## src/rtl/slow_clk_ctrl_if.sv

```systemverilog
// Config port bundle for slow_clk_ctrl: valid/ready divisor transfer.
// Master offers cfg_div with cfg_valid; slave answers with cfg_ready.
interface slow_clk_ctrl_if #(
   parameter int CNT_W = 16
);
   logic             cfg_valid;
   logic [CNT_W-1:0] cfg_div;
   logic             cfg_ready;

   modport master (
      output cfg_valid,
      output cfg_div,
      input  cfg_ready
   );

   modport slave (
      input  cfg_valid,
      input  cfg_div,
      output cfg_ready
   );
endinterface

```

## src/rtl/slow_clk_ctrl.sv

```systemverilog
// Fast-to-slow clock divider with glitch-free divisor update and clean stop.
// Optional SLOW_CLK_CTRL_TICK_CNT_EN adds a 32-bit slow_tick counter output.
module slow_clk_ctrl #(
   parameter int               CNT_W       = 16,
   parameter logic [CNT_W-1:0] DEFAULT_DIV = 16'hFFFF
) (
   input  logic           fast_clk,
   input  logic           rst_n,
   input  logic           start,
   input  logic           stop,
   slow_clk_ctrl_if.slave cfg,
   output logic           slow_clk,
   output logic           slow_tick,
   output logic           busy,
`ifdef SLOW_CLK_CTRL_TICK_CNT_EN
   output logic [31:0]    tick_cnt,
`endif
   output logic           err_div
);

   typedef enum logic [1:0] {
      IDLE,
      RUN,
      STOPPING
   } state_t;

   localparam logic [CNT_W-1:0] ONE = 1;

   state_t           state, state_d;
   logic [CNT_W-1:0] cnt, cnt_d;
   logic [CNT_W-1:0] div_active, act_d;
   logic [CNT_W-1:0] div_pending, dpend_d;
   logic             pending, pend_d;
   logic             ready, ready_d;
   logic             clk_d, tick_d, busy_d, err_d;
   logic             wrap;

   assign cfg.cfg_ready = ready;
   assign wrap = (cnt == div_active - ONE);

   always_comb begin
      state_d = state;
      cnt_d   = cnt;
      clk_d   = slow_clk;
      tick_d  = 1'b0;
      act_d   = div_active;
      dpend_d = div_pending;
      pend_d  = pending;
      ready_d = ready;
      err_d   = 1'b0;
      unique case (state)
         IDLE: begin
            cnt_d = '0;
            clk_d = 1'b0;
            if (start && !stop)
               state_d = RUN;
         end
         RUN: begin
            if (stop && !slow_clk) begin
               state_d = IDLE;
               cnt_d   = '0;
            end else if (wrap) begin
               cnt_d  = '0;
               clk_d  = ~slow_clk;
               tick_d = 1'b1;
               // stop landing on the falling toggle parks immediately
               if (stop)
                  state_d = IDLE;
            end else begin
               cnt_d = cnt + ONE;
               if (stop)
                  state_d = STOPPING;
            end
         end
         STOPPING: begin
            if (wrap) begin
               cnt_d   = '0;
               clk_d   = 1'b0;
               tick_d  = 1'b1;
               state_d = IDLE;
            end else begin
               cnt_d = cnt + ONE;
            end
         end
         default: begin
            state_d = IDLE;
            cnt_d   = '0;
            clk_d   = 1'b0;
         end
      endcase
      // new divisor only lands on a toggle so no half-period is cut short
      if (pending && (state == IDLE || tick_d)) begin
         act_d   = div_pending;
         pend_d  = 1'b0;
         ready_d = 1'b1;
      end
      if (cfg.cfg_valid && ready) begin
         if (cfg.cfg_div != '0) begin
            dpend_d = cfg.cfg_div;
            pend_d  = 1'b1;
            ready_d = 1'b0;
         end else begin
            err_d = 1'b1;
         end
      end
      busy_d = (state_d != IDLE);
   end

   always_ff @(posedge fast_clk or negedge rst_n) begin
      if (!rst_n) begin
         state       <= IDLE;
         cnt         <= '0;
         div_active  <= DEFAULT_DIV;
         div_pending <= '0;
         pending     <= 1'b0;
         ready       <= 1'b1;
         slow_clk    <= 1'b0;
         slow_tick   <= 1'b0;
         busy        <= 1'b0;
         err_div     <= 1'b0;
      end else begin
         state       <= state_d;
         cnt         <= cnt_d;
         div_active  <= act_d;
         div_pending <= dpend_d;
         pending     <= pend_d;
         ready       <= ready_d;
         slow_clk    <= clk_d;
         slow_tick   <= tick_d;
         busy        <= busy_d;
         err_div     <= err_d;
      end
   end

`ifdef SLOW_CLK_CTRL_TICK_CNT_EN
   always_ff @(posedge fast_clk or negedge rst_n) begin
      if (!rst_n)
         tick_cnt <= '0;
      else if (state == IDLE && state_d == RUN)
         tick_cnt <= '0;
      else if (tick_d)
         tick_cnt <= tick_cnt + 32'd1;
   end
`endif

endmodule

```

## src/flat_wrapper.sv

```systemverilog
// flat-port wrapper written by rule: the top's interface ports become plain ports
module slow_clk_ctrl_flat 
#(
   parameter int               CNT_W       = 16,
   parameter logic [CNT_W-1:0] DEFAULT_DIV = 16'hFFFF
)
  (fast_clk, rst_n, start, stop, slow_clk, slow_tick, busy, err_div, cfg_cfg_valid, cfg_cfg_div, cfg_cfg_ready);
  slow_clk_ctrl_if #(.CNT_W(CNT_W)) cfg_i ();
  input  logic fast_clk;
  input  logic rst_n;
  input  logic start;
  input  logic stop;
  output logic slow_clk;
  output logic slow_tick;
  output logic busy;
  output logic err_div;
  input wire logic [$bits(cfg_i.cfg_valid)-1:0] cfg_cfg_valid;
  input wire logic [$bits(cfg_i.cfg_div)-1:0] cfg_cfg_div;
  output wire logic [$bits(cfg_i.cfg_ready)-1:0] cfg_cfg_ready;
  assign cfg_i.cfg_valid = cfg_cfg_valid;
  assign cfg_i.cfg_div = cfg_cfg_div;
  assign cfg_cfg_ready = cfg_i.cfg_ready;
  slow_clk_ctrl #(.CNT_W(CNT_W), .DEFAULT_DIV(DEFAULT_DIV)) u_core (.fast_clk(fast_clk), .rst_n(rst_n), .start(start), .stop(stop), .cfg(cfg_i), .slow_clk(slow_clk), .slow_tick(slow_tick), .busy(busy), .err_div(err_div));
endmodule
```

## config.mk

```make
export PLATFORM = sky130hd
export DESIGN_NAME = slow_clk_ctrl_flat
export DESIGN_NICKNAME = d
export VERILOG_FILES = /design/src/rtl/slow_clk_ctrl_if.sv /design/src/rtl/slow_clk_ctrl.sv /design/src/flat_wrapper.sv
export SDC_FILE = /design/constraint.sdc
export NUM_CORES = 1
export LEC_CHECK = 0
export BUFFER_PORTS_ARGS = -buffer_cell sky130_fd_sc_hd__buf_2
export CORE_ASPECT_RATIO = 0.75
export CORE_MARGIN = 10
export CORE_UTILIZATION = 40
export CTS_CLUSTER_SIZE = 14
export DETAILED_ROUTE_END_ITERATION = 10
export MAX_ROUTING_LAYER = met4
export PLACE_DENSITY = 0.63
export SLEW_MARGIN = 20
export SYNTH_ARGS = -nofsm -noshare
export SYNTH_HDL_FRONTEND = slang
export SYNTH_SLANG_ARGS = --single-unit
```

## constraint.sdc

```tcl
create_clock -name fast_clk -period 4.77 [get_ports fast_clk]
set_input_delay 0.2385 -clock fast_clk [delete_from_list [all_inputs] [get_ports fast_clk]]
set_output_delay 0.2385 -clock fast_clk [all_outputs]
set_load 0.01 [all_outputs]
```

==> metrics.txt, run 1 <==
# TYPE chip_impl_metric gauge
chip_impl_metric{name="congestion_overflow_gr",unit=""} 0
chip_impl_metric{name="finalSetupViolations",unit=""} 0
chip_impl_metric{name="synth_cell_types",unit=""} 50
chip_impl_metric{name="ant_nets",unit=""} 0
chip_impl_metric{name="post_synth.cell_area_avg",unit="sq um"} 10.89
chip_impl_info{name="critical-path-top-delay-family",value="simple AND/OR/NAND/NOR gates"} 1
chip_impl_metric{name="post_route_cells_drive_above_1_share",unit="%"} 29.84
chip_impl_metric{name="via_count",unit=""} 2079
chip_impl_metric{name="synth.cell_area",unit="sq um"} 3060
chip_impl_metric{name="die-area",unit="sq um"} 11590
chip_impl_info{name="crit_path_start_kind",value="register"} 1
chip_impl_metric{name="synth_enable_flop_cells",unit=""} 0
chip_impl_info{name="result_of_the_run",value="completed"} 1
chip_impl_info{name="critical_path.cell_chain",value="inv_1 > ha_1 > or4b_1 > nor4_1 > mux2i_1 > nor3_2 > o2111ai_2 > o31ai_4 > buf_4 > mux2_2"} 1
chip_impl_metric{name="path_max_fanout",unit=""} 17
chip_impl_metric{name="clk_path_buf_depth",unit=""} 2
chip_impl_metric{name="die_height",unit="um"} 95.75
chip_impl_metric{name="worst_slew_pin_slew",unit="ns"} 0.6923
chip_impl_metric{name="floorplan.rows",unit=""} 27
chip_impl_metric{name="leakage_power",unit="nW"} 1.382
chip_impl_metric{name="fin_nets",unit=""} 331
chip_impl_metric{name="data_arrival_at_the_endpoint_of_the_critical_path",unit="ns"} 3.51
chip_impl_info{name="dominantRegCellSynth",value="sky130_fd_sc_hd__dfrtp_1"} 1
chip_impl_metric{name="cts_setup_buffers",unit=""} 0
chip_impl_metric{name="die_extent_in_x",unit="um"} 121
chip_impl_metric{name="crit_required",unit="ns"} 5.01
chip_impl_metric{name="initial_utilization",unit="%"} 41.37
chip_impl_metric{name="path_buf_inv",unit=""} 2
chip_impl_metric{name="synth-seq-cells",unit=""} 56
chip_impl_metric{name="drt-pass1-iter-count",unit=""} 4
chip_impl_metric{name="starting_drc_count_in_detailed_routing",unit=""} 77
chip_impl_info{name="critPathSlowestCell",value="sky130_fd_sc_hd__or4b_1"} 1
chip_impl_info{name="crit_path_capture_type",value="register"} 1
chip_impl_metric{name="worst_hold_slack",unit="ns"} 0.03475
chip_impl_metric{name="yosysTopAreaCellShare",unit="%"} 31.89
chip_impl_metric{name="post_drt_wl_per_cell",unit="um"} 14.74
chip_impl_metric{name="synth_fp_nets",unit=""} 308
chip_impl_info{name="synth_area_leaders",value="sky130_fd_sc_hd__dfrtp_1, sky130_fd_sc_hd__dfstp_2, sky130_fd_sc_hd__mux2_2"} 1
chip_impl_info{name="crit_type",value="reg2reg"} 1
chip_impl_metric{name="fin_area",unit="sq um"} 3369
chip_impl_info{name="tritoncts",value="yes"} 1
chip_impl_info{name="synth.top_cells.by_count",value="sky130_fd_sc_hd__dfrtp_1, sky130_fd_sc_hd__nor2_1, sky130_fd_sc_hd__mux2_2"} 1
chip_impl_metric{name="syn_inst",unit=""} 281
chip_impl_metric{name="wl",unit="mm"} 5.984
chip_impl_metric{name="grt_pass1_vias",unit=""} 2106
chip_impl_metric{name="global_route_wire_length_before_repair",unit="mm"} 10.18
chip_impl_metric{name="ctsHoldBuffers",unit=""} 0
chip_impl_metric{name="timing.fmax",unit="GHz"} 0.3064
chip_impl_info{name="grt_setup_unrepaired",value="no"} 1
chip_impl_metric{name="fillCellCount",unit=""} 699
chip_impl_metric{name="minimum_clock_period_after_layout",unit="ns"} 3.263
chip_impl_metric{name="crit_path_max_incr_delay",unit="ns"} 0.56
chip_impl_metric{name="gr-usage-all-layers",unit="%"} 11.14
chip_impl_metric{name="cts_resized",unit=""} 0
chip_impl_metric{name="regToRegSetupSlack",unit="ns"} 1.51
chip_impl_metric{name="portion_of_the_clock_cycle_consumed_by_the_worst_path_in_the_final_layout",unit="%"} 68.41
chip_impl_info{name="timing.rr.end",value="u_core.div_active[0]$_DFFE_PN1P_"} 1
chip_impl_metric{name="worst_case_headroom_to_the_max_slew_limit",unit="%"} 53.75
chip_impl_info{name="cts.root.buffer_cell",value="sky130_fd_sc_hd__clkbuf_8"} 1
chip_impl_metric{name="finish.utilization",unit="%"} 45.54
chip_impl_metric{name="gp_congestion",unit=""} 0.8636
chip_impl_metric{name="slew_viols_final",unit=""} 0
chip_impl_metric{name="detail_route.drc_violations",unit=""} 0
chip_impl_info{name="synth_top_area_cell",value="sky130_fd_sc_hd__dfrtp_1"} 1
chip_impl_info{name="crit-reg2reg-launch",value="u_core.div_active[0]$_DFFE_PN1P_"} 1
chip_impl_metric{name="synth_warnings",unit=""} 0
chip_impl_info{name="path_type_of_the_worst_min_delay_path",value="in2async"} 1
chip_impl_metric{name="synth-seq-area-share",unit="%"} 46.48
chip_impl_metric{name="grt_start_max_net_pins",unit=""} 57
chip_impl_metric{name="detailed_place.area",unit="sq um"} 3262
chip_impl_metric{name="vias_per_cell",unit=""} 5.121
chip_impl_metric{name="clock_skew",unit="ns"} 0.005546
chip_impl_metric{name="ff2ff_path_depth",unit=""} 10
chip_impl_metric{name="clkSinkCount",unit=""} 56
chip_impl_metric{name="number_of_antenna_violations_at_the_first_check_in_global_routing",unit=""} 0
chip_impl_metric{name="cts-buffers-inserted",unit=""} 5
chip_impl_metric{name="synth-async-reset-ratio",unit="%"} 100.0
chip_impl_metric{name="pin_count",unit=""} 26
chip_impl_metric{name="clock_latency",unit="ns"} 0.31
chip_impl_metric{name="ir_drop",unit="mV"} 0.2556
chip_impl_metric{name="timing.final.hold_violations",unit=""} 0
chip_impl_metric{name="core_area",unit="sq um"} 7398
chip_impl_metric{name="placement.io_buffers",unit=""} 25
chip_impl_metric{name="cp.depth",unit=""} 10
chip_impl_metric{name="cellPowerDensity",unit="nW/um^2"} 534.4
chip_impl_metric{name="areaGrowthSynthToFinish",unit="%"} 10.10
chip_impl_metric{name="hpwl",unit="mm"} 4.522
chip_impl_metric{name="antenna_cells",unit=""} 0
chip_impl_metric{name="cts.reportedPaths.clkPinSlew",unit="ns"} 0.09
chip_impl_metric{name="cap_viol_max_count",unit=""} 0
chip_impl_info{name="synth_most_common_cell",value="sky130_fd_sc_hd__dfrtp_1"} 1
chip_impl_metric{name="final.setup.tns",unit="ns"} 0
chip_impl_metric{name="htree_levels",unit=""} 2
## layout make-up
cell class	instances	area [sq um]	share of cell area (%)
flip-flops and latches	56	1423	42.22
repair buffers	29	155.1	4.605
clock inverters	2	35.03	1.040
multi-input cells	200	1513	44.89
inverters	12	45.04	1.337
well taps	101	126.4	3.750
clock buffers	6	72.57	2.154
## sequential cells by signal, summed over array words and instances (netlist names)
name                  cells
u_core.cfg.cfg_ready      1
u_core.div_pending       16
u_core.cnt               16
u_core.slow_tick          1
u_core.slow_clk           1
u_core.div_active        16
u_core.state              2
u_core.pending            1
u_core.err_div            1
u_core.busy               1
## kinds of logic after synthesis
| kind of cell | Yosys count | synth area share, % |
|---|---|---|
| fa+ha+maj | 6 | 2.453 |
| compound gates | 33 | 8.013 |
| mux | 35 | 13.90 |
| buf+inv | 25 | 4.088 |
| flops | 56 | 46.48 |
| simple gates | 94 | 15.90 |
| xor+xnor | 32 | 9.158 |
## routing by layer
| metal | vias up | wire, um | GRT usage, % | part of all wire (%) |
|---|---|---|---|---|
| li1 | 1030 | - | - | - |
| met1 | 1018 | 3057 | 14.15 | 51 |
| met2 | 23 | 2693 | 17.27 | 45 |
| met3 | 8 | 172 | 2.690 | 2.9 |
| met4 | 0 | 61 | 3.507 | 1.0 |
| met5 | - | 0 | - | 0 |
## where the power goes
part           internal (mW)  leakage, nW  switching, mW
logic                  0.359        0.643          0.286
clock network          0.156       0.0552          0.147
registers              0.692        0.683          0.160
total                   1.21         1.38          0.593
## metrics by stage
stage / worst slack, ns / power (mW) / instances
global route: 1.338 / 1.920 / 406
detailed placement: 1.582 / 1.507 / 398
CTS: 1.508 / 1.816 / 406
floorplan: 1.699 / 1.372 / 281
global placement: 1.643 / 1.486 / 398
finish: 1.507 / 1.801 / 406
## placed cells by master, fill, tap and decap left out, types with 8 or more instances in the layout
master	Yosys	layout
sky130_fd_sc_hd__dfrtp_1	39	39
sky130_fd_sc_hd__nor2_1	32	32
sky130_fd_sc_hd__buf_2	4	25
sky130_fd_sc_hd__mux2_2	24	24
sky130_fd_sc_hd__xor2_1	19	19
sky130_fd_sc_hd__dfstp_2	17	17
sky130_fd_sc_hd__xnor2_1	13	13
sky130_fd_sc_hd__inv_1	12	12
sky130_fd_sc_hd__nand3_1	10	10
sky130_fd_sc_hd__nand2_1	10	10
sky130_fd_sc_hd__mux2_4	9	9
sky130_fd_sc_hd__nor3_1	8	8
sky130_fd_sc_hd__o21ai_0	8	8
## worst max path at each step
stage                                                 from                                 to  slack (ns)
after global placement    u_core.div_active[2]$_DFFE_PN1P_   u_core.div_active[0]$_DFFE_PN1P_        1.64
final                     u_core.div_active[0]$_DFFE_PN1P_   u_core.div_active[0]$_DFFE_PN1P_        1.51
after detailed placement  u_core.div_active[0]$_DFFE_PN1P_   u_core.div_active[0]$_DFFE_PN1P_        1.58
after global routing      u_core.div_active[2]$_DFFE_PN1P_   u_core.div_active[5]$_DFFE_PN1P_        1.34
after floorplan           u_core.div_active[0]$_DFFE_PN1P_  u_core.div_active[10]$_DFFE_PN1P_        1.70
after CTS                 u_core.div_active[0]$_DFFE_PN1P_   u_core.div_active[0]$_DFFE_PN1P_        1.51
(Power assumes the default switching activity.)
==> run 2: changes to the inputs <==
--- a/config.mk
+++ b/config.mk
@@ -12,7 +12,7 @@
 export CTS_CLUSTER_SIZE = 14
 export DETAILED_ROUTE_END_ITERATION = 10
 export MAX_ROUTING_LAYER = met4
-export PLACE_DENSITY = 0.63
+export PLACE_DENSITY = 0.65
 export SLEW_MARGIN = 20
 export SYNTH_ARGS = -nofsm -noshare
 export SYNTH_HDL_FRONTEND = slang
==> constraint.sdc (replaced) <==
create_clock -name fast_clk -period 2.8 [get_ports fast_clk]
set_input_delay 0.14 -clock fast_clk [delete_from_list [all_inputs] [get_ports fast_clk]]
set_output_delay 0.14 -clock fast_clk [all_outputs]
set_load 0.01 [all_outputs]
==> run 2 against run 1 <==
Core utilization is 2.4 points higher. Critical path type unchanged. Register-to-register slack lost 1.5 ns. Worst setup slack got worse by 1.5 ns. Fmax increased by 16%. Worst hold slack better by 0.018 ns. Non-clock buffer count increased by 12. The run now ends with setup timing left. Critical endpoint is now u_core.div_active[4]$_DFFE_PN1P_. Global-route usage is 0.54 points higher. Cell count increased by 3.0%.
==> metrics.txt, run 2 (same netlist as run 1, synthesis figures left out) <==
# TYPE chip_impl_metric gauge
chip_impl_metric{name="areaGrowthSynthToFinish",unit="%"} 15.86
chip_impl_metric{name="grt_start_max_net_pins",unit=""} 44
chip_impl_metric{name="placement.io_buffers",unit=""} 25
chip_impl_info{name="critical-path-top-delay-family",value="simple AND/OR/NAND/NOR gates"} 1
chip_impl_metric{name="clock_latency",unit="ns"} 0.32
chip_impl_metric{name="starting_drc_count_in_detailed_routing",unit=""} 102
chip_impl_metric{name="ant_nets",unit=""} 0
chip_impl_metric{name="path_max_fanout",unit=""} 17
chip_impl_metric{name="clk_path_buf_depth",unit=""} 2
chip_impl_info{name="failed_checks",value="setup timing"} 1
chip_impl_info{name="tritoncts",value="yes"} 1
chip_impl_metric{name="ff2ff_path_depth",unit=""} 9
chip_impl_metric{name="cts.reportedPaths.clkPinSlew",unit="ns"} 0.10
chip_impl_metric{name="min_delay_path_depth",unit=""} 3
chip_impl_metric{name="congestion_overflow_gr",unit=""} 0
chip_impl_metric{name="slew_viols_final",unit=""} 0
chip_impl_info{name="timing.rr.end",value="u_core.div_active[4]$_DFFE_PN1P_"} 1
chip_impl_metric{name="clkSinkCount",unit=""} 56
chip_impl_info{name="crit-reg2reg-launch",value="u_core.div_active[1]$_DFFE_PN1P_"} 1
chip_impl_info{name="hold_path.startpoint",value="cfg_cfg_valid"} 1
chip_impl_metric{name="global_route_wire_length_before_repair",unit="mm"} 10.56
chip_impl_info{name="critPathSlowestCell",value="sky130_fd_sc_hd__or4b_4"} 1
chip_impl_metric{name="antenna_cells",unit=""} 0
chip_impl_metric{name="path_buf_inv",unit=""} 2
chip_impl_info{name="critical_path.cell_chain",value="inv_2 > ha_4 > or4b_4 > or4_4 > a211oi_2 > o22ai_2 > o31ai_4 > buf_12 > mux2_2"} 1
chip_impl_metric{name="die-area",unit="sq um"} 11590
chip_impl_metric{name="drt-pass1-iter-count",unit=""} 4
chip_impl_metric{name="crit_required",unit="ns"} 3.05
chip_impl_metric{name="timing.final.hold_violations",unit=""} 0
chip_impl_info{name="timing.hold.worst_endpoint",value="u_core.err_div$_DFF_PN0_"} 1
chip_impl_metric{name="finalSetupViolations",unit=""} 7
chip_impl_metric{name="worst_slew_pin_slew",unit="ns"} 0.9468
chip_impl_metric{name="via_count",unit=""} 2132
chip_impl_info{name="crit_type",value="reg2reg"} 1
chip_impl_metric{name="cts-buffers-inserted",unit=""} 5
chip_impl_metric{name="leakage_power",unit="nW"} 1.450
chip_impl_metric{name="grt_pass1_vias",unit=""} 2143
chip_impl_metric{name="post_route_cells_drive_above_1_share",unit="%"} 35.65
chip_impl_metric{name="vias_per_cell",unit=""} 5.100
chip_impl_metric{name="data_arrival_at_the_endpoint_of_the_critical_path",unit="ns"} 3.06
chip_impl_metric{name="clock_skew",unit="ns"} 0.006064
chip_impl_info{name="commonest_cells_after_routing_fill_and_taps_aside",value="sky130_fd_sc_hd__dfrtp_1, sky130_fd_sc_hd__nor2_1, sky130_fd_sc_hd__buf_2"} 1
chip_impl_metric{name="initial_utilization",unit="%"} 41.37
chip_impl_metric{name="gr-usage-all-layers",unit="%"} 11.68
chip_impl_metric{name="regToRegSetupSlack",unit="ns"} -0.01
chip_impl_metric{name="worst_case_headroom_to_the_max_slew_limit",unit="%"} 36.88
chip_impl_metric{name="finish.cell_count_without_fillers",unit=""} 418
chip_impl_info{name="crit_path_capture_type",value="register"} 1
chip_impl_info{name="crit_path_start_kind",value="register"} 1
chip_impl_metric{name="fin_nets",unit=""} 343
chip_impl_metric{name="cap_viol_max_count",unit=""} 0
chip_impl_metric{name="pin_count",unit=""} 26
chip_impl_metric{name="detail_route.drc_violations",unit=""} 0
chip_impl_metric{name="timing.fmax",unit="GHz"} 0.3556
chip_impl_metric{name="ir_drop",unit="mV"} 0.5421
chip_impl_metric{name="post_drt_wl_per_cell",unit="um"} 15.12
chip_impl_metric{name="cellPowerDensity",unit="nW/um^2"} 925.8
chip_impl_metric{name="finish.utilization",unit="%"} 47.93
chip_impl_metric{name="postLayoutSetupSlackWorst",unit="ns"} -0.01249
chip_impl_metric{name="wl",unit="mm"} 6.320
chip_impl_info{name="layout_commonest_cell",value="sky130_fd_sc_hd__dfrtp_1"} 1
chip_impl_metric{name="place_inst",unit=""} 408
chip_impl_metric{name="core_area",unit="sq um"} 7398
chip_impl_info{name="path_type_of_the_worst_min_delay_path",value="in2reg"} 1
chip_impl_info{name="cts.root.buffer_cell",value="sky130_fd_sc_hd__clkbuf_8"} 1
chip_impl_info{name="result_of_the_run",value="complete, but fails checks"} 1
chip_impl_metric{name="die_extent_in_x",unit="um"} 121
chip_impl_metric{name="floorplan.rows",unit=""} 27
chip_impl_metric{name="cts_setup_buffers",unit=""} 0
chip_impl_metric{name="minimum_clock_period_after_layout",unit="ns"} 2.812
chip_impl_metric{name="htree_levels",unit=""} 2
chip_impl_info{name="layout_top_registers",value="u_core.cnt x16, u_core.div_active x16, u_core.div_pending x16"} 1
chip_impl_metric{name="portion_of_the_clock_cycle_consumed_by_the_worst_path_in_the_final_layout",unit="%"} 100.4
chip_impl_metric{name="die_height",unit="um"} 95.75
chip_impl_metric{name="number_of_antenna_violations_at_the_first_check_in_global_routing",unit=""} 0
chip_impl_info{name="grt_setup_unrepaired",value="yes"} 1
chip_impl_metric{name="hpwl",unit="mm"} 4.796
chip_impl_metric{name="crit_path_max_incr_delay",unit="ns"} 0.51
chip_impl_metric{name="gp_congestion",unit=""} 0.8554
## run 2: timing repair
item	in CTS	in global routing
cloned	0	1
resized for setup	0	7
hold endpoints to repair	14	0
endpoints found under the setup margin	7	32
hold buffers	1	0
## run 2: worst max path at each step
stage                                           startpoint                           endpoint  slack [ns]  depth (start not counted)
after floorplan           u_core.div_active[1]$_DFFE_PN1P_  u_core.div_active[10]$_DFFE_PN1P_       -0.12                         10
after global routing      u_core.div_active[1]$_DFFE_PN1P_   u_core.div_active[1]$_DFFE_PN1P_       -0.13                          9
after detailed placement  u_core.div_active[1]$_DFFE_PN1P_   u_core.div_active[2]$_DFFE_PN1P_      -0.009                          9
after CTS                 u_core.div_active[1]$_DFFE_PN1P_   u_core.div_active[4]$_DFFE_PN1P_       -0.03                          9
final                     u_core.div_active[1]$_DFFE_PN1P_   u_core.div_active[4]$_DFFE_PN1P_       -0.01                          9
after global placement    u_core.div_active[1]$_DFFE_PN1P_   u_core.div_active[5]$_DFFE_PN1P_        0.04                          9
## run 2: through the flow
step                      TNS [ns]  total power, mW  hold WS [ns]  worst slack (ns)  instance area, sq um
after floorplan             -1.120            2.393       -0.1556           -0.1173                  3110
after global placement           0            2.693        0.3351           0.04412                  3392
after detailed placement  -0.04633            2.737        0.3385         -0.008619                  3392
after CTS                  -0.1658            3.286       0.05174          -0.02741                  3513
after global routing        -1.606            3.499       0.05316           -0.1292                  3546
final                     -0.04608            3.283       0.05323          -0.01249                  3546
## run 2: metal layers
metal	track usage [%]	share of wire (%)
met1	16.28	55
met2	16.00	40
met3	3.450	4.9
met4	3.106	0.52
met5	-	0
## run 2: worst reg2reg max path: cells and delay by family, from the launching register on
| family | cells | cell delay (ns) |
|---|---|---|
| buf+inv | 2 | 0.27 |
| simple gates | 2 | 1.01 |
| flops | 1 | 0.40 |
| mux | 1 | 0.35 |
| compound gates | 3 | 0.58 |
| fa+ha+maj | 1 | 0.14 |
## run 2: power breakdown
part	total (mW)	switching, mW	internal [mW]	leakage [nW]
Combinational	1.31	0.576	0.732	0.711
Sequential	1.43	0.251	1.18	0.683
Clock	0.546	0.276	0.271	0.0558
## run 2: area by class of cell
cell class | instances | area, sq um
Fill cell | 707 | 3852
Multi-Input combinational cell | 200 | 1573
Sequential cell | 56 | 1423
Timing Repair Buffer | 41 | 267.8
Tap cell | 101 | 126.4
Clock buffer | 6 | 72.57
Inverter | 12 | 45.04
Clock inverter | 2 | 38.79
==> run 3: changes to the inputs <==
--- a/config.mk
+++ b/config.mk
@@ -6,13 +6,15 @@
 export NUM_CORES = 1
 export LEC_CHECK = 0
 export BUFFER_PORTS_ARGS = -buffer_cell sky130_fd_sc_hd__buf_2
+export CELL_PAD_IN_SITES_DETAIL_PLACEMENT = 1
+export CELL_PAD_IN_SITES_GLOBAL_PLACEMENT = 2
 export CORE_ASPECT_RATIO = 0.75
 export CORE_MARGIN = 10
-export CORE_UTILIZATION = 40
+export CORE_UTILIZATION = 36
 export CTS_CLUSTER_SIZE = 14
 export DETAILED_ROUTE_END_ITERATION = 10
 export MAX_ROUTING_LAYER = met4
-export PLACE_DENSITY = 0.65
+export PLACE_DENSITY = 0.82
 export SLEW_MARGIN = 20
 export SYNTH_ARGS = -nofsm -noshare
 export SYNTH_HDL_FRONTEND = slang
==> run 3 against run 2 <==
The run still ends with setup timing left. Non-clock buffer count grew 3. Largest power group unchanged. Clock power rose by 43%. Fmax hardly changed. Core utilization decreased by 4.3 points. Critical path depth decreased by 1.
==> metrics.txt, run 3 (same netlist as run 1, synthesis figures left out) <==
# TYPE chip_impl_metric gauge
chip_impl_metric{name="share_comb_of_total_power",unit="%"} 38.1
chip_impl_metric{name="cellPowerDensity",unit="nW/um^2"} 974.5
chip_impl_metric{name="detail_route.drc_violations",unit=""} 0
chip_impl_metric{name="antenna_cells",unit=""} 0
chip_impl_metric{name="starting_drc_count_in_detailed_routing",unit=""} 84
chip_impl_metric{name="min_delay_path_depth",unit=""} 2
chip_impl_metric{name="worst_slew_pin_slew",unit="ns"} 0.6071
chip_impl_metric{name="worst_hold_slack",unit="ns"} 0.09538
chip_impl_metric{name="clock_skew",unit="ns"} 0.004310
chip_impl_metric{name="finalSetupViolations",unit=""} 7
chip_impl_metric{name="place_inst",unit=""} 419
chip_impl_metric{name="cap_viol_max_count",unit=""} 0
chip_impl_metric{name="final.setup.tns",unit="ns"} -0.06713
chip_impl_metric{name="ir_drop",unit="mV"} 0.4064
chip_impl_info{name="cts.root.buffer_cell",value="sky130_fd_sc_hd__clkbuf_16"} 1
chip_impl_metric{name="switching_share",unit="%"} 31.95
chip_impl_metric{name="ant_nets",unit=""} 0
chip_impl_metric{name="gp_congestion",unit=""} 0.7969
chip_impl_metric{name="initial_utilization",unit="%"} 36.51
chip_impl_metric{name="finish.cell_count_without_fillers",unit=""} 427
chip_impl_metric{name="crit_required",unit="ns"} 3.02
chip_impl_metric{name="fillCellCount",unit=""} 930
chip_impl_info{name="path_type_of_the_worst_min_delay_path",value="in2reg"} 1
chip_impl_info{name="layout_commonest_cell",value="sky130_fd_sc_hd__dfrtp_1"} 1
chip_impl_metric{name="pwr-share-clk",unit="%"} 21.9
chip_impl_metric{name="slew_viols_final",unit=""} 0
chip_impl_metric{name="clk_path_buf_depth",unit=""} 2
chip_impl_metric{name="worst_case_headroom_to_the_max_slew_limit",unit="%"} 59.53
chip_impl_metric{name="number_of_antenna_violations_at_the_first_check_in_global_routing",unit=""} 0
chip_impl_metric{name="wl",unit="mm"} 7.105
chip_impl_metric{name="vias_per_cell",unit=""} 5.063
chip_impl_metric{name="detailed_place.area",unit="sq um"} 3431
chip_impl_metric{name="congestion_overflow_gr",unit=""} 0
chip_impl_metric{name="leakage_power",unit="nW"} 1.496
chip_impl_metric{name="clock_latency",unit="ns"} 0.29
chip_impl_metric{name="power",unit="mW"} 3.563
chip_impl_metric{name="post_drt_wl_per_cell",unit="um"} 16.64
chip_impl_metric{name="timing.fmax",unit="GHz"} 0.3555
chip_impl_metric{name="ff2ff_path_depth",unit=""} 8
chip_impl_info{name="crit_path_capture_type",value="register"} 1
chip_impl_metric{name="data_arrival_at_the_endpoint_of_the_critical_path",unit="ns"} 3.03
chip_impl_metric{name="areaGrowthSynthToFinish",unit="%"} 19.46
chip_impl_metric{name="postLayoutSetupSlackWorst",unit="ns"} -0.01302
chip_impl_metric{name="fin_area",unit="sq um"} 3656
chip_impl_metric{name="die_height",unit="um"} 99.85
chip_impl_metric{name="hpwl",unit="mm"} 5.408
chip_impl_metric{name="grt_pass1_vias",unit=""} 2429
chip_impl_metric{name="floorplan.rows",unit=""} 29
chip_impl_info{name="result_of_the_run",value="complete, but fails checks"} 1
chip_impl_metric{name="path_max_fanout",unit=""} 17
chip_impl_metric{name="die_extent_in_x",unit="um"} 126.5
chip_impl_metric{name="gr-usage-all-layers",unit="%"} 11.97
chip_impl_info{name="commonest_cells_after_routing_fill_and_taps_aside",value="sky130_fd_sc_hd__dfrtp_1, sky130_fd_sc_hd__nor2_1, sky130_fd_sc_hd__mux2_2, sky130_fd_sc_hd__buf_2, sky130_fd_sc_hd__xor2_1"} 1
chip_impl_info{name="tritoncts",value="yes"} 1
chip_impl_info{name="failed_checks",value="setup timing"} 1
chip_impl_metric{name="via_count",unit=""} 2162
chip_impl_metric{name="htree_levels",unit=""} 2
chip_impl_metric{name="internal-power",unit="mW"} 2.425
chip_impl_info{name="grt_setup_unrepaired",value="yes"} 1
chip_impl_metric{name="die-area",unit="sq um"} 12630
chip_impl_metric{name="minimum_clock_period_after_layout",unit="ns"} 2.813
chip_impl_metric{name="global_route_wire_length_before_repair",unit="mm"} 12.35
chip_impl_info{name="layout_top_registers",value="u_core.cnt x16, u_core.div_active x16, u_core.div_pending x16"} 1
chip_impl_metric{name="pin_count",unit=""} 26
chip_impl_metric{name="grt_start_max_net_pins",unit=""} 50
chip_impl_metric{name="fin_nets",unit=""} 346
chip_impl_metric{name="drt-pass1-iter-count",unit=""} 4
chip_impl_metric{name="p_sw",unit="mW"} 1.138
chip_impl_metric{name="post_route_cells_drive_above_1_share",unit="%"} 37.30
chip_impl_metric{name="core_area",unit="sq um"} 8382
chip_impl_metric{name="pwr-share-seq",unit="%"} 40.1
chip_impl_metric{name="timing.final.hold_violations",unit=""} 0
chip_impl_info{name="crit_type",value="reg2reg"} 1
chip_impl_metric{name="portion_of_the_clock_cycle_consumed_by_the_worst_path_in_the_final_layout",unit="%"} 100.5
chip_impl_metric{name="cts.reportedPaths.clkPinSlew",unit="ns"} 0.07
chip_impl_info{name="crit_path_start_kind",value="register"} 1
chip_impl_metric{name="cts-buffers-inserted",unit=""} 5
chip_impl_metric{name="clkSinkCount",unit=""} 56
chip_impl_metric{name="placement.io_buffers",unit=""} 25
==> run 3: critical path, cell delays in order (launching register included) <==
cell,delay (ns)
sky130_fd_sc_hd__dfstp_2,0.37
sky130_fd_sc_hd__or4_1,0.64
sky130_fd_sc_hd__nor4b_2,0.36
sky130_fd_sc_hd__buf_4,0.18
sky130_fd_sc_hd__a22o_1,0.17
sky130_fd_sc_hd__o2111ai_2,0.18
sky130_fd_sc_hd__o31ai_4,0.29
sky130_fd_sc_hd__buf_12,0.21
sky130_fd_sc_hd__mux2_2,0.35
==> run 3: path summary, 6_finish.rpt <==
check                                                  startpoint  slack, ns                                 end
worst min register to register  u_core.div_pending[2]$_DFFE_PN0P_       0.51   u_core.div_pending[2]$_DFFE_PN0P_
worst max-delay path             u_core.div_active[5]$_DFFE_PN1P_      -0.01    u_core.div_active[1]$_DFFE_PN1P_
min in group asynchronous                                   rst_n       0.42  u_core.div_pending[14]$_DFFE_PN0P_
max in group asynchronous                                   rst_n       1.86             u_core.cnt[7]$_DFF_PN0_
worst min-delay path                               cfg_cfg_div[3]        0.1   u_core.div_pending[3]$_DFFE_PN0P_
worst max register to register   u_core.div_active[5]$_DFFE_PN1P_      -0.01    u_core.div_active[1]$_DFFE_PN1P_
==> run 3: power groups by stage <==
stage	combinational, mW	sequential, mW	clock (mW)
4_1_cts	1.36	1.43	0.802
3_5_place_dp	1.34	1.44	0
6_report	1.36	1.43	0.779
3_3_place_gp	1.29	1.43	0
2_1_floorplan	1.04	1.35	0
5_1_grt	1.51	1.48	0.832
==> run 3: layout make-up <==
cell class              count  area, sq um  share of cell area (%)
inverters                  12        45.04                   1.232
clock inverters             2        60.06                   1.643
flip-flops and latches     56         1423                   38.91
clock buffers               5        125.1                   3.422
well taps                 108        135.1                   3.696
repair buffers             44        285.3                   7.803
multi-input cells         200         1583                   43.29
==> run 3: per-layer routing <==
metal	vias up	track usage [%]	wire length [um]
met4	0	2.358	32
met5	-	-	0
li1	1054	-	-
met2	12	19.10	3439
met1	1092	15.67	3522
met3	4	2.106	110
==> run 3: through the flow <==
stage          setup WS, ns  util, %
6_report           -0.01302    43.62
3_3_place_gp       -0.01251    40.93
3_5_place_dp       -0.09637    40.93
2_1_floorplan       -0.1173        -
4_1_cts            -0.02365    43.22
5_1_grt             -0.1145    43.62
==> run 3: repair_timing <==
action,CTS,global route
endpoints found under the setup margin,16,34
hold buffers,0,1
resized for setup,1,4
pin swaps,0,0
setup buffers,0,0
endpoints found under the hold margin,0,30
